**src/rtl/stage_mem.sv**
```systemverilog
// Pipeline memory stage: passes ALU results straight to write-back, runs
// aligned loads/stores over a simple req/ack bus with a cycle timeout, and
// flags misaligned accesses and bus errors on a registered result port.
module stage_mem #(
  parameter int TIMEOUT = 255
) (
  input  logic        clk,
  input  logic        rst,
  input  logic        in_valid,
  input  logic        in_we,
  input  logic [4:0]  in_waddr,
  input  logic [31:0] in_wdata,
  input  logic [2:0]  in_memop,
  input  logic [31:0] in_addr,
  input  logic [31:0] in_sdata,
  output logic        stall_o,
  output logic        mem_req,
  output logic        mem_we,
  output logic [31:0] mem_addr,
  output logic [31:0] mem_wdata,
  output logic [3:0]  mem_be,
  input  logic        mem_ack,
  input  logic [31:0] mem_rdata,
  output logic        out_valid,
  output logic        out_we,
  output logic [4:0]  out_waddr,
  output logic [31:0] out_wdata,
  output logic        exc_misalign,
  output logic        exc_buserr
);

  typedef enum logic {IDLE, BUSY} state_t;

  localparam logic [2:0] OP_LW  = 3'd1;
  localparam logic [2:0] OP_LB  = 3'd2;
  localparam logic [2:0] OP_LBU = 3'd3;
  localparam logic [2:0] OP_SW  = 3'd4;
  localparam logic [2:0] OP_SB  = 3'd5;

  // Last BUSY count value that may still wait for an ack.
  localparam logic [15:0] CNT_LAST = 16'(TIMEOUT - 1);

  state_t      state_reg;
  logic [2:0]  op_reg;
  logic        we_reg;
  logic [4:0]  waddr_reg;
  logic [31:0] addr_reg;
  logic [15:0] count_reg;

  logic        in_is_mem;
  logic        in_is_store;
  logic        in_misalign;
  logic        op_is_load;
  logic [7:0]  rd_byte;
  logic [31:0] load_data;

  // The bus request is nothing more than the BUSY state register.
  assign stall_o = (state_reg == BUSY);
  assign mem_req = (state_reg == BUSY);

  // Decode the incoming op; codes 6-7 fall through as plain ALU results.
  always_comb begin
    in_is_mem   = (in_memop >= OP_LW) && (in_memop <= OP_SB);
    in_is_store = (in_memop == OP_SW) || (in_memop == OP_SB);
    in_misalign = ((in_memop == OP_LW) || (in_memop == OP_SW)) && (in_addr[1:0] != 2'b00);
  end

  // Pick the addressed byte lane and shape the load result.
  always_comb begin
    op_is_load = (op_reg == OP_LW) || (op_reg == OP_LB) || (op_reg == OP_LBU);
    case (addr_reg[1:0])
      2'd0:    rd_byte = mem_rdata[7:0];
      2'd1:    rd_byte = mem_rdata[15:8];
      2'd2:    rd_byte = mem_rdata[23:16];
      default: rd_byte = mem_rdata[31:24];
    endcase
    case (op_reg)
      OP_LB:   load_data = {{24{rd_byte[7]}}, rd_byte};
      OP_LBU:  load_data = {24'd0, rd_byte};
      default: load_data = mem_rdata;
    endcase
  end

  // Control FSM plus all registered bus and result outputs.
  always_ff @(posedge clk or posedge rst) begin
    if (rst) begin
      state_reg    <= IDLE;
      op_reg       <= 3'd0;
      we_reg       <= 1'b0;
      waddr_reg    <= 5'd0;
      addr_reg     <= 32'd0;
      count_reg    <= 16'd0;
      mem_we       <= 1'b0;
      mem_be       <= 4'd0;
      mem_addr     <= 32'd0;
      mem_wdata    <= 32'd0;
      out_valid    <= 1'b0;
      out_we       <= 1'b0;
      out_waddr    <= 5'd0;
      out_wdata    <= 32'd0;
      exc_misalign <= 1'b0;
      exc_buserr   <= 1'b0;
    end else begin
      out_valid    <= 1'b0;
      exc_misalign <= 1'b0;
      exc_buserr   <= 1'b0;
      case (state_reg)
        IDLE: begin
          if (in_valid) begin
            if (!in_is_mem) begin
              out_valid <= 1'b1;
              out_we    <= in_we;
              out_waddr <= in_waddr;
              out_wdata <= in_wdata;
            end else if (in_misalign) begin
              // Report the faulting address in place of a result.
              out_valid    <= 1'b1;
              out_we       <= 1'b0;
              out_waddr    <= in_waddr;
              out_wdata    <= in_addr;
              exc_misalign <= 1'b1;
            end else begin
              state_reg <= BUSY;
              op_reg    <= in_memop;
              we_reg    <= in_we;
              waddr_reg <= in_waddr;
              addr_reg  <= in_addr;
              count_reg <= 16'd0;
              mem_we    <= in_is_store;
              mem_addr  <= {in_addr[31:2], 2'b00};
              if (in_memop == OP_SB) begin
                mem_be    <= 4'b0001 << in_addr[1:0];
                mem_wdata <= {4{in_sdata[7:0]}};
              end else begin
                mem_be    <= 4'b1111;
                mem_wdata <= in_sdata;
              end
            end
          end
        end
        BUSY: begin
          // An ack in the expiry cycle still counts as a normal completion.
          if (mem_ack) begin
            state_reg <= IDLE;
            mem_we    <= 1'b0;
            mem_be    <= 4'd0;
            out_valid <= 1'b1;
            out_waddr <= waddr_reg;
            out_we    <= op_is_load ? we_reg : 1'b0;
            // Stores have no result; the address is reported for tracing.
            out_wdata <= op_is_load ? load_data : addr_reg;
          end else if (count_reg == CNT_LAST) begin
            state_reg  <= IDLE;
            mem_we     <= 1'b0;
            mem_be     <= 4'd0;
            out_valid  <= 1'b1;
            out_we     <= 1'b0;
            out_waddr  <= waddr_reg;
            out_wdata  <= addr_reg;
            exc_buserr <= 1'b1;
          end else begin
            count_reg <= count_reg + 16'd1;
          end
        end
        default: state_reg <= IDLE;
      endcase
    end
  end

endmodule

```
**config.mk**
```make
export PLATFORM = sky130hd
export DESIGN_NAME = stage_mem
export DESIGN_NICKNAME = d
export VERILOG_FILES = /design/src/rtl/stage_mem.sv
export SDC_FILE = /design/constraint.sdc
export NUM_CORES = 1
export LEC_CHECK = 0
export CELL_PAD_IN_SITES_DETAIL_PLACEMENT = 1
export CELL_PAD_IN_SITES_GLOBAL_PLACEMENT = 2
export CORE_UTILIZATION = 29
export DETAILED_ROUTE_END_ITERATION = 10
export PLACE_DENSITY_LB_ADDON = 0.1
export SLEW_MARGIN = 15
export SYNTH_ARGS = -nofsm -noshare
export SYNTH_HDL_FRONTEND = slang
export SYNTH_SLANG_ARGS = --single-unit
```
**constraint.sdc**
```tcl
create_clock -name clk -period 9 [get_ports clk]
set_input_delay 1.35 -clock clk [delete_from_list [all_inputs] [get_ports clk]]
set_output_delay 1.35 -clock clk [all_outputs]
set_load 0.005 [all_outputs]
```
Yosys cells after proc, flatten, opt, wreduce, memory -nomap -nowiden
Cells that the tools add are included.
{"block": "op_classes", "addsub": 1, "mul": 0, "div": 0, "order_cmp": 2, "n_eq_ne": 16, "shifts": 1, "muxes": 58, "bitwise": 2, "n_reduce_logical": 12}
{"operator": "$mux W32", "count": 7}
{"operator": "$pmux W32 S2", "count": 2}
{"operator": "$mux W16", "count": 5}
{"operator": "$pmux W16 S2", "count": 1}
{"operator": "$mux W1", "count": 25}
{"operator": "$mux W5", "count": 5}
{"operator": "$mux W4", "count": 6}
{"operator": "$pmux W8 S3", "count": 1}
{"operator": "$add A16 B1 Y16 const B", "count": 1}
{"operator": "$eq A16 B8 Y1 const B", "count": 1}
{"operator": "$ne A2 B2 Y1 const B", "count": 5}
{"operator": "$pmux W5 S2", "count": 1}
{"operator": "$pmux W1 S2", "count": 4}
{"operator": "$pmux W4 S2", "count": 1}
{"operator": "$reduce_and A4 Y1", "count": 2}
{"operator": "$eq A3 B1 Y1 const B", "count": 2}
{"operator": "$eq A3 B2 Y1 const B", "count": 2}
{"operator": "$eq A3 B3 Y1 const B", "count": 2}
{"operator": "$reduce_and A5 Y1", "count": 1}
{"operator": "$logic_or A1 B1 Y1", "count": 4}
{"operator": "$shl A1 B2 Y4 const A", "count": 1}
{"operator": "$ge A3 B1 Y1 const B", "count": 1}
{"operator": "$le A3 B3 Y1 const B", "count": 1}
{"operator": "$ne A3 B2 Y1 const B", "count": 1}
{"operator": "other kinds (8)", "count": 10}
{"block": "word_totals", "register_bits": 166, "latch_bits": 0, "mem_bits_rw": 0, "romBits": 0, "out_inout_bits": 112, "elab_cells": 108, "memories": 0}

Logic depth before layout (Yosys ltp)
{"block": "logic_depth", "depth_word": 7, "ltp_mapped": 9, "mapped_depth_nobuf": 6}

Worst setup path before layout
Ideal clock, no wire load.
{"block": "synth_timing", "path_type": "input -> register", "start": "in in_memop[2]", "end": "reg out_wdata[3]", "arrival_time_ns": 2.792, "t_required_ns": 8.873, "setup_slack_ns": 6.081, "path_stages": 7, "path_buffers": 2, "cell_sequence": "buf_2 nor3_1 a21oi_1 buf_2 mux2i_1 o22ai_1 mux2_1"}
{"block": "synth_via", "elab_chain_cells": 5, "word_cells_on_any_way": 12}
{"item": "start: declaration", "line": "13", "source": "input logic [2:0] in_memop,"}
{"item": "$ge A3 B1 Y1, or another cell as far along", "line": "63", "source": "in_is_mem = (in_memop >= OP_LW) && (in_memop <= OP_SB);"}
{"item": "$logic_and A1 B1 Y1 / $logic_or A1 B1 Y1 (equally long branches)", "line": "63, 65"}
{"item": "$mux W32 / $logic_and A1 B1 Y1 (equally long branches)", "line": "110, 65"}
{"item": "$mux W32 / $ne A3 B3 Y1 (equally long branches)"}
{"item": "$pmux W32 S2 / $reduce_and A3 Y1 (equally long branches)"}
{"item": "end signal: assignment", "line": "114", "source": "out_wdata <= in_wdata;"}
{"item": "end signal: assignment", "line": "120", "source": "out_wdata <= in_addr;"}
{"item": "end signal: assignment", "line": "151", "source": "out_wdata <= op_is_load ? load_data : addr_reg;"}
{"item": "end: declaration", "line": "27", "source": "output logic [31:0] out_wdata,"}
Parallel ways exist; a longest one is shown, timed or not. The select of a mux whose other input is x is not followed.
A chain may end at the register's enable or synchronous reset.

Final worst setup path
{"block": "layout_timing", "start": "in in_memop[2]", "end": "reg out_wdata[7]"}
The elaborated chain is that of the path after synthesis.

==> metrics.cfg <==
[status]
run_status = finished, final reports clean

[sta]
finalHoldViolations = 0
worst_slew_pin_slew_ns = 0.930
timing.final.crit_share_pct = 41.2
clock_skew_ns = 0.0120
setup_viol = 0
slew_viol_final = 0
setup_tns_ns = 0
rsz0062_at_grt = no
period_needed_ns = 3.71
slew_headroom_pct = 36.4
max_freq_ghz = 0.270

[logic_synthesis]
syn_avg_cell_area_um2 = 9.40
synth_top_family_by_area = simple AND/OR/NAND/NOR gates
synth_compound_area_share_pct = 14.1
yosys.area_share.xor_xnor_pct = 0.121
synth.area.top_cells = dfrtp_1 (47%), nand2_1 (10%), mux2i_1 (7.9%)
synth_edf_count = 0
synthAdderAreaFrac_pct = 0.345
ys_ff_latch = 136
synth-simple-area-share_pct = 16.2
synth.distinct_cells = 55
async_flop_share_pct = 100
muxShareOfSynthArea_pct = 14.6
synthFlopType = dfrtp_1
synth-warning-count = 0
ys_seq_area_share_pct = 46.9
syn_area_um2 = 7260
synth_cells = 772
yosysTopAreaCellShare_pct = 46.9
yosysTopAreaCell = dfrtp_1

[route]
routed_wl_um = 25200
avgRoutedWirePerCell_um = 19.4
drc = 0
drt-pass1-iter-count = 4
vias_per_cell = 4.77
drt_iter0_markers = 317
vias = 6214
ant_nets = 0

[clocking]
cts-root-buf = clkbuf_16
cts_resized = 0
cts_max_path_buffers = 2
cts-htree-levels = 4
cts_inserted_buffers = 17
cts_setup_buffers = 0
cts_num_sinks = 136
cts_tree = done
cts_hold_buf = 0
insertion_delay_ns = 0.42
clkTransAtPathRegs_ns = 0.06

[floorplan]
row_count = 57
io_pins = 253
die_w_um = 160
die-area_um2 = 25700
die_h_um = 160
placeableCoreArea_um2 = 24500
start_util_pct = 29.7

[worst_setup_path]
worst-path-buf-inv = 2
crit_family = buffers and inverters
slowest_stage = clkdlybuf4s50_1
rrSetupSlack_ns = 5.92
worstPathMaxFanout = 22
crit_required_ns = 9.30
cp-end-kind = flop
start_kind = input pin
criticalPathCategory = input pin to flop
path_cells = clkdlybuf4s50_1 -> nor3_1 -> a21oi_4 -> buf_4 -> mux2_2 -> a2bb2oi_1 -> mux2_2
max_stage_delay_ns = 0.67
critPathArrivalTime_ns = 4.01
cp_common_cell = mux2_2

[finish]
area_growth_pct = 41.9
multi_input_area_um2 = 3330
n_fill_cell = 2758
utilization_pct = 42.1
layout_commonest_cell = clkdlybuf4s50_1
drive_gt1_share_pct = 9.42
nNetsFinal = 1107
register_area_um2 = 3400
mostFrequentLayoutCells = clkdlybuf4s50_1 (250), nand2_1 (195), dfrtp_1 (135), o21ai_0 (65), mux2i_1 (57)

[global_routing]
antenna_found_initial = 4
grt_start_max_net_pins = 82
track_usage_pct = 20.3
grt_pass1_wl_um = 39800
grt_pass1_vias = 6668
grt_overflow = 0

[placed_design]
dpl.hpwl_um = 17800
io_buffers = 250
gp_congestion = 0.789

[power]
p_leak_nw = 4.58
vdd_drop_max_uv = 111
p_per_area_nw_per_um2 = 231

[flow_run]
cap_violations = 0

[min_path]
holdCritPathClass = flop to flop

[per-layer routing]
layer / global-route usage (%) / share of wire (%) / up-vias
li1: - / - / 3024
met1: 26.6 / 46 / 3030
met2: 32.5 / 47 / 140
met3: 5.95 / 5.4 / 18
met4: 5.24 / 1.2 / 2
met5: 0 / 0.032 / -
[worst paths after layout]
kind	from	end	depth (start not counted)
worst max-delay path	in_memop[2]	out_wdata[7]	7
worst min-delay path	mem_wdata[31]	mem_wdata[31]	2
worst max register to register	op_reg[1]	out_wdata[4]	4
worst min register to register	mem_wdata[31]	mem_wdata[31]	2
max in group asynchronous	rst	we_reg	3
min in group asynchronous	rst	mem_be[3]	2
[report_power, final]
part | switching [W] | internal, W
logic | 0.000329 | 0.000480
registers | 0.000119 | 0.000772
clock network | 0.000289 | 0.000389
total | 0.000737 | 0.00164
[layout make-up]
| cell class | count | share of cell area [%] |
|---|---|---|
| inverters | 7 | 0.304 |
| clock buffers | 19 | 4.30 |
| clock inverters | 13 | 1.19 |
| diodes | 2 | 0.0486 |
| flip-flops and latches | 136 | 33.1 |
| repair buffers | 257 | 24.8 |
| multi-input cells | 545 | 32.3 |
| well taps | 324 | 3.94 |
[worst reg2reg max path: cells and delay by family (launching register included)]
family          cells  cell delay [ns]
flops               1             0.56
compound gates      2             1.28
mux                 1             0.30
buf+inv             1             0.83
[stage by stage]
step | hold slack [ns] | setup slack (ns) | instances | cell area [um2] | power, W
final | 0.476 | 5.29 | 1303 | 10300 | 0.00238
after global routing | 0.506 | 5.07 | 1302 | 10300 | 0.00253
after CTS | 0.487 | 5.25 | 1300 | 10300 | 0.00242
after detailed placement | 0.470 | 4.82 | 1268 | 9720 | 0.00172
after global placement | 0.461 | 4.85 | 1268 | 9720 | 0.00171
after floorplan | 0.437 | 4.01 | 773 | 7260 | 0.00128
[cell usage after synthesis, types with 2 or more instances]
library cell,number
a21boi_0,2
clkbuf_4,2
nor2_1,16
inv_1,6
nand2b_1,9
nand4b_1,2
nor4_1,2
mux2i_1,57
buf_2,20
o21ai_0,65
ha_1,2
nand3_1,10
o221a_2,5
nand3b_1,2
dfrtp_1,136
a21oi_1,56
buf_6,4
mux2_4,20
nand4_1,2
nor2b_1,2
a2111oi_0,4
nand2_1,195
mux2_2,14
and4_1,3
and3_1,6
o22ai_1,34
nor3_1,4
and2_1,9
buf_4,37
clkbuf_1,21
[cell families after synthesis]
kind of cell    after synthesis
fa+ha+maj                     2
mux                          93
xor+xnor                      1
buf+inv                      92
simple gates                270
flops                       136
other cells                   1
compound gates              177
Note: power is estimated with default switching activity, not from simulation.
